$ cat src/rtl/regfile_wb_ctrl_pkg.sv
// Shared definitions for the register-file writeback controller.
package regfile_wb_ctrl_pkg;

   localparam int WB_XLEN   = 32;
   localparam int REG_IDX_W = 5;
   localparam int NUM_REGS  = 32;

   typedef struct packed {
      logic [REG_IDX_W-1:0] rd;
      logic [WB_XLEN-1:0]   data;
   } wb_entry_t;

endpackage

$ cat src/rtl/regfile_wb_ctrl_fifo.sv
// Small synchronous FIFO that buffers long-latency results.
// It has full and empty flags and supports a push and a pop in the same cycle.
module wb_fifo
   import regfile_wb_ctrl_pkg::*;
#(
   parameter int WIDTH = REG_IDX_W + WB_XLEN,
   parameter int DEPTH = 2
) (
   input  logic             clk,
   input  logic             rst_n,
   input  logic             push,
   input  logic [WIDTH-1:0] push_data,
   input  logic             pop,
   output logic [WIDTH-1:0] pop_data,
   output logic             full,
   output logic             empty
);

   localparam int AW = $clog2(DEPTH);

   logic [WIDTH-1:0] mem_q [DEPTH];
   logic [WIDTH-1:0] mem_d [DEPTH];
   logic [AW-1:0]    wr_ptr_q, wr_ptr_d;
   logic [AW-1:0]    rd_ptr_q, rd_ptr_d;
   logic [AW:0]      count_q, count_d;
   logic             push_ok;
   logic             pop_ok;

   assign full     = (count_q == (AW+1)'(DEPTH));
   assign empty    = (count_q == '0);
   assign pop_data = mem_q[rd_ptr_q];
   assign push_ok  = push && !full;
   assign pop_ok   = pop && !empty;

   // Pointer, occupancy and storage updates; a push and a pop together leave occupancy unchanged
   always_comb begin
      mem_d    = mem_q;
      wr_ptr_d = wr_ptr_q;
      rd_ptr_d = rd_ptr_q;
      count_d  = count_q;
      if (push_ok) begin
         mem_d[wr_ptr_q] = push_data;
         wr_ptr_d        = wr_ptr_q + AW'(1);
      end
      if (pop_ok) begin
         rd_ptr_d = rd_ptr_q + AW'(1);
      end
      case ({push_ok, pop_ok})
         2'b10:   count_d = count_q + (AW+1)'(1);
         2'b01:   count_d = count_q - (AW+1)'(1);
         default: count_d = count_q;
      endcase
   end

   // State registers; reset empties the FIFO and discards buffered data
   always_ff @(posedge clk or negedge rst_n) begin
      if (!rst_n) begin
         for (int i = 0; i < DEPTH; i++) mem_q[i] <= '0;
         wr_ptr_q <= '0;
         rd_ptr_q <= '0;
         count_q  <= '0;
      end else begin
         mem_q    <= mem_d;
         wr_ptr_q <= wr_ptr_d;
         rd_ptr_q <= rd_ptr_d;
         count_q  <= count_d;
      end
   end

endmodule

$ cat src/rtl/regfile_wb_ctrl.sv
// Writeback controller for the register file write port. It merges ALU results
// with buffered long-unit results, uses a starvation guard so the FIFO head is
// not held off forever, and tracks pending long-unit destinations for decode.
module regfile_wb_ctrl
   import regfile_wb_ctrl_pkg::*;
#(
   parameter int XLEN       = 32,
   parameter int FIFO_DEPTH = 2,
   parameter int STARVE_MAX = 4
) (
   input  logic                 clk,
   input  logic                 rst_n,
   input  logic                 iss_valid,
   input  logic                 iss_long,
   input  logic [REG_IDX_W-1:0] iss_rd,
   input  logic [REG_IDX_W-1:0] rs1_index,
   input  logic [REG_IDX_W-1:0] rs2_index,
   output logic                 rs1_busy,
   output logic                 rs2_busy,
   input  logic                 alu_wb_valid,
   output logic                 alu_ready,
   input  logic [REG_IDX_W-1:0] alu_rd,
   input  logic [XLEN-1:0]      alu_data,
   input  logic                 lu_valid,
   output logic                 lu_ready,
   input  logic [REG_IDX_W-1:0] lu_rd,
   input  logic [XLEN-1:0]      lu_data,
   output logic                 wb_en,
   output logic [REG_IDX_W-1:0] rd_index,
   output logic [XLEN-1:0]      wb_data
);

   localparam int ENTRY_W = REG_IDX_W + XLEN;
   localparam int SW      = $clog2(STARVE_MAX + 1);

   logic [ENTRY_W-1:0]   fifo_head;
   logic                 fifo_full;
   logic                 fifo_empty;
   logic                 fifo_push;
   logic                 fifo_pop;
   logic                 alu_win;
   logic [REG_IDX_W-1:0] head_rd;
   logic [XLEN-1:0]      head_data;

   logic [NUM_REGS-1:0]  pend_q, pend_d;
   logic [SW-1:0]        starve_q, starve_d;
   logic                 wb_en_q, wb_en_d;
   logic [REG_IDX_W-1:0] rd_index_q, rd_index_d;
   logic [XLEN-1:0]      wb_data_q, wb_data_d;

   assign head_rd   = fifo_head[XLEN +: REG_IDX_W];
   assign head_data = fifo_head[XLEN-1:0];

   assign lu_ready  = !fifo_full;
   assign fifo_push = lu_valid && lu_ready;
   assign alu_ready = !(!fifo_empty && (starve_q == SW'(STARVE_MAX)));
   assign alu_win   = alu_wb_valid && alu_ready;
   assign fifo_pop  = !alu_win && !fifo_empty;

   assign rs1_busy  = pend_q[rs1_index];
   assign rs2_busy  = pend_q[rs2_index];

   assign wb_en     = wb_en_q;
   assign rd_index  = rd_index_q;
   assign wb_data   = wb_data_q;

   wb_fifo #(
      .WIDTH (ENTRY_W),
      .DEPTH (FIFO_DEPTH)
   ) u_fifo (
      .clk       (clk),
      .rst_n     (rst_n),
      .push      (fifo_push),
      .push_data ({lu_rd, lu_data}),
      .pop       (fifo_pop),
      .pop_data  (fifo_head),
      .full      (fifo_full),
      .empty     (fifo_empty)
   );

   // Arbitration, starvation counting, scoreboard update and output register loading
   always_comb begin
      wb_en_d    = 1'b0;
      rd_index_d = rd_index_q;
      wb_data_d  = wb_data_q;
      starve_d   = starve_q;
      pend_d     = pend_q;

      if (alu_win) begin
         wb_en_d    = (alu_rd != '0);
         rd_index_d = alu_rd;
         wb_data_d  = alu_data;
      end else if (fifo_pop) begin
         wb_en_d    = (head_rd != '0);
         rd_index_d = head_rd;
         wb_data_d  = head_data;
      end

      if (fifo_empty || fifo_pop) begin
         starve_d = '0;
      end else if (alu_win && (starve_q != SW'(STARVE_MAX))) begin
         starve_d = starve_q + SW'(1);
      end

      if (fifo_pop) begin
         pend_d[head_rd] = 1'b0;
      end
      if (iss_valid && iss_long && (iss_rd != '0)) begin
         pend_d[iss_rd] = 1'b1;
      end
      pend_d[0] = 1'b0;
   end

   // State registers; reset drops the scoreboard, the starvation count and the write port
   always_ff @(posedge clk or negedge rst_n) begin
      if (!rst_n) begin
         pend_q     <= '0;
         starve_q   <= '0;
         wb_en_q    <= 1'b0;
         rd_index_q <= '0;
         wb_data_q  <= '0;
      end else begin
         pend_q     <= pend_d;
         starve_q   <= starve_d;
         wb_en_q    <= wb_en_d;
         rd_index_q <= rd_index_d;
         wb_data_q  <= wb_data_d;
      end
   end

endmodule

$ cat config.mk
export PLATFORM = sky130hd
export DESIGN_NAME = regfile_wb_ctrl
export DESIGN_NICKNAME = d
export VERILOG_FILES = /design/src/rtl/regfile_wb_ctrl_pkg.sv /design/src/rtl/regfile_wb_ctrl_fifo.sv /design/src/rtl/regfile_wb_ctrl.sv
export SDC_FILE = /design/constraint.sdc
export NUM_CORES = 1
export LEC_CHECK = 0
export CORE_MARGIN = 4
export CORE_UTILIZATION = 47
export DETAILED_ROUTE_END_ITERATION = 7
export PLACE_DENSITY = 0.77
export SKIP_LAST_GASP = 1
export SYNTH_ARGS = -nofsm -noshare
export SYNTH_HDL_FRONTEND = slang
export SYNTH_SLANG_ARGS = --single-unit
export TNS_END_PERCENT = 20
$ cat constraint.sdc
create_clock -name clk -period 1.8 [get_ports clk]
set_input_delay 0.27 -clock clk [delete_from_list [all_inputs] [get_ports clk]]
set_output_delay 0.27 -clock clk [all_outputs]
set_load 0.01 [all_outputs]
==> metrics.yaml, run 1 <==
critical_path:
  critPathArrivalTime_ns: 1.80
  worst_setup_path_start_kind: "register"
  crit_buf_inv: 1
  critPathSlowestCell: "mux4_2"
  crit_required_ns: 1.53
  crit_chain: "mux4_2 -> nand2b_4 -> o211ai_1 -> nand4_1 -> buf_2"
  crit_fanout: 3
  slowest_delay_ns: 0.48
  cp_top_family: "multiplexers"
  path_class: "reg2out"
  endpoint_kind: "output port"
layout:
  final_common_cell: "dfrtp_1"
  multi_input_area_um2: 3088
  drive_above_1_share_pct: 23.89
  area_growth_pct: 36.07
  final_nets: 830
  final.fill_count: 1106
  finalNonFillerCells: 929
  regArea_um2: 3755
  diodes: 0
  layout_common_cells: "dfrtp_1 (149), clkdlybuf4s50_1 (128), mux2_2 (76)"
  fin_util_pct: 65.28
clock_network:
  htreeDepth: 4
  cts_tree: "yes"
  cts_buffers: 17
  clk_pin_slew_ns: 0.06
  root_buffer: "clkbuf_16"
  clkLatencyLatePin_ns: 0.42
  clkSinkCount: 150
  clockBufferDepth: 2
drt:
  drc_errors: 0
  viasPerCell: 5.777
  routedWlPerCell_um: 19.74
  ant_nets: 0
  first_iter_violations: 323
  dr.pass1.iters: 5
  dr_total_vias: 5367
  wl_mm: 18.34
yosys:
  synth_mux_area_share_pct: 22.59
  synth_top_area_cell: "dfrtp_1"
  synth_cell_types: 42
  synth.avg_cell_area_um2: 12.47
  yosys-top-cells-area: "dfrtp_1 (54%), mux2_2 (12%), mux2i_1 (7.9%), a221o_1 (5.3%), o21ai_0 (4.5%)"
  synthSimpleGateAreaFrac_pct: 7.805
  ys.flop_type: "dfrtp_1"
  yosys_warnings: 0
  yosysSeqAreaShare_pct: 53.83
  synth_top_family_by_area: "multiplexers"
  synth-edff-count: 0
  synth_compound_area_share_pct: 11.75
  syn_nets: 657
  synth_top_area_share_pct: 53.83
  syn_area_um2: 6973
  ys_ff_latch: 150
  synth-xor-area-share_pct: 0.7536
  synthAdderAreaFrac_pct: 0.5383
  synthCells: 559
  async_flop_share_pct: 100.0
grt:
  grt_util_all_layers_pct: 22.54
  grt_pass1_wl_mm: 29.48
  grt_max_degree: 56
  grt-ovfl-total: 0
  antenna_found_initial: 1
  first_global_vias: 5827
pwr:
  clockPowerShare_pct: 22.0
  seqPwrFrac_pct: 38.1
  power.switching_mw: 5.311
  combPwrFrac_pct: 39.9
  peakVddDrop_v: 0.0008218
  internal_power_mw: 10.64
  switching_share_pct: 33.31
  power_density_nw_per_um2: 1681
  p_leak_nw: 4.065
placement:
  hpwl_mm: 13.37
  place_inst: 894
  routabilityCongestion: 0.8725
  numPortBuffers: 136
  dpl_worst_slack_ns: -0.7688
timing:
  max_freq_mhz: 482.8
  maxSlewHeadroom_pct: 65.81
  period_needed_ns: 2.071
  clock_skew_ns: 0.006329
  slew_viol_final: 0
  rsz0062_at_grt: "true"
  setup_violations: 2
  worst_pin_slew_ns: 0.5128
  final-hold-violation-count: 0
  setup_ws_ns: -0.2711
  period_share_pct: 115.1
run:
  maxCapViolations: 0
die:
  start_util_pct: 47.98
  die_height_um: 129.8
  ios: 137
  fp-row-count: 44
  dieWidth_um: 129.8
  dieArea_um2: 16850
  core-area_um2: 14530
min_path:
  hp-class: "in2async"
run_status:
  status: "finished, violations left"
  violations: "negative setup slack"
[kinds of logic (layout without fill, tap and decap cells)]
group / Yosys count / after routing
buffers and inverters: 34 / 220
adders and majority gates: 3 / 3
xor gates and xnor gates: 6 / 6
and+or+nand+nor: 107 / 107
DFF: 150 / 150
AOI/OAI and AO/OA: 119 / 119
muxes: 140 / 140
[area by class of cell]
cell class,count,area share (%)
Clock inverter,11,1.319
Clock buffer,21,4.853
Sequential cell,150,39.58
Tap cell,184,2.426
Multi-Input combinational cell,375,32.55
Timing Repair Buffer,183,19.08
Inverter,5,0.1978
[per-stage QoR]
| stage | TNS [ns] | instance area [um^2] | hold slack, ns | total power, mW |
|---|---|---|---|---|
| finish | -0.4855 | 9488 | 0.3505 | 15.95 |
| global route | -0.7186 | 9488 | 0.4029 | 16.83 |
| CTS | -0.9431 | 9437 | 0.3591 | 15.94 |
| detailed placement | -6.452 | 8826 | 0.2532 | 12.34 |
| global placement | -5.394 | 8826 | 0.2457 | 12.04 |
| floorplan | 0 | 6983 | -0.02559 | 9.676 |
[per-layer routing]
layer	GRT usage, %	share of wire (%)
met1	28.28	42
met2	35.94	48
met3	7.409	7.2
met4	9.841	2.7
met5	0	0.065
[registers in the layout (all words and copies together) (netlist names)]
name	cells
u_fifo.wr_ptr_q	1
pend_q	31
rd_index	5
u_fifo.rd_ptr_q	1
wb_en	1
u_fifo.mem_q	74
wb_data	32
u_fifo.count_q	2
starve_q	3
[worst reg2reg max path: cells and delay by family (launching register included)]
| kind | cells | cell delay (ns) |
|---|---|---|
| flip-flops | 1 | 0.40 |
| adder cells (fa/ha/maj) | 1 | 0.20 |
| buffers and inverters | 3 | 0.38 |
| AO/OA/AOI/OAI | 4 | 0.62 |
[synth_stat cells (all sizes together), types with 3 or more instances]
cell and number:
a21oi 6, inv 5, nor2b 4, ha 3, o211ai 3, nand2b 5
nor2 49, a22oi 4, xnor2 5, nand2 8, nand3b 4, mux4 6
nand4 6, mux2i 55, buf 22, mux2 79, nor3 3, o21ai 63
dfrtp 150, a221o 37, clkbuf 7, nand3 19
[final timing paths]
| kind | depth (start not counted) | slack (ns) | end | startpoint |
|---|---|---|---|---|
| max in group asynchronous | 3 | 0.77 | u_fifo.mem_q[12] | rst_n |
| worst min-delay path | 2 | 0.35 | u_fifo.mem_q[59] | rst_n |
| min in group clk | 2 | 0.46 | wb_data[4] | alu_data[4] |
| worst max register to register | 8 | 0.06 | pend_q[12] | starve_q[0] |
| worst max-delay path | 5 | -0.27 | rs2_busy | pend_q[7] |
| worst min register to register | 1 | 0.49 | u_fifo.mem_q[47] | u_fifo.mem_q[47] |
[timing repair]
item                                   CTS  global route
hold buffers                             1             0
setup endpoints to repair               21            41
endpoints found under the hold margin   50             0
pin swaps                                2             2
setup buffers                            0             2
resized for setup                       17             7
[power by group through the flow]
stage               clock, mW  sequential, mW  combinational [mW]
CTS                      3.57            6.06                6.31
global placement            0            6.00                6.05
floorplan                   0            5.94                3.74
detailed placement          0            6.09                6.25
finish                   3.51            6.08                6.36
global route             3.71            6.26                6.87
Note: power is estimated with default switching activity, not from simulation.
==> run 2, diff against run 1 <==
- CAP_MARGIN: not set -> 15
==> results of run 2 <==
No change in the layout: final DEF, timing and power equal those of run 1.
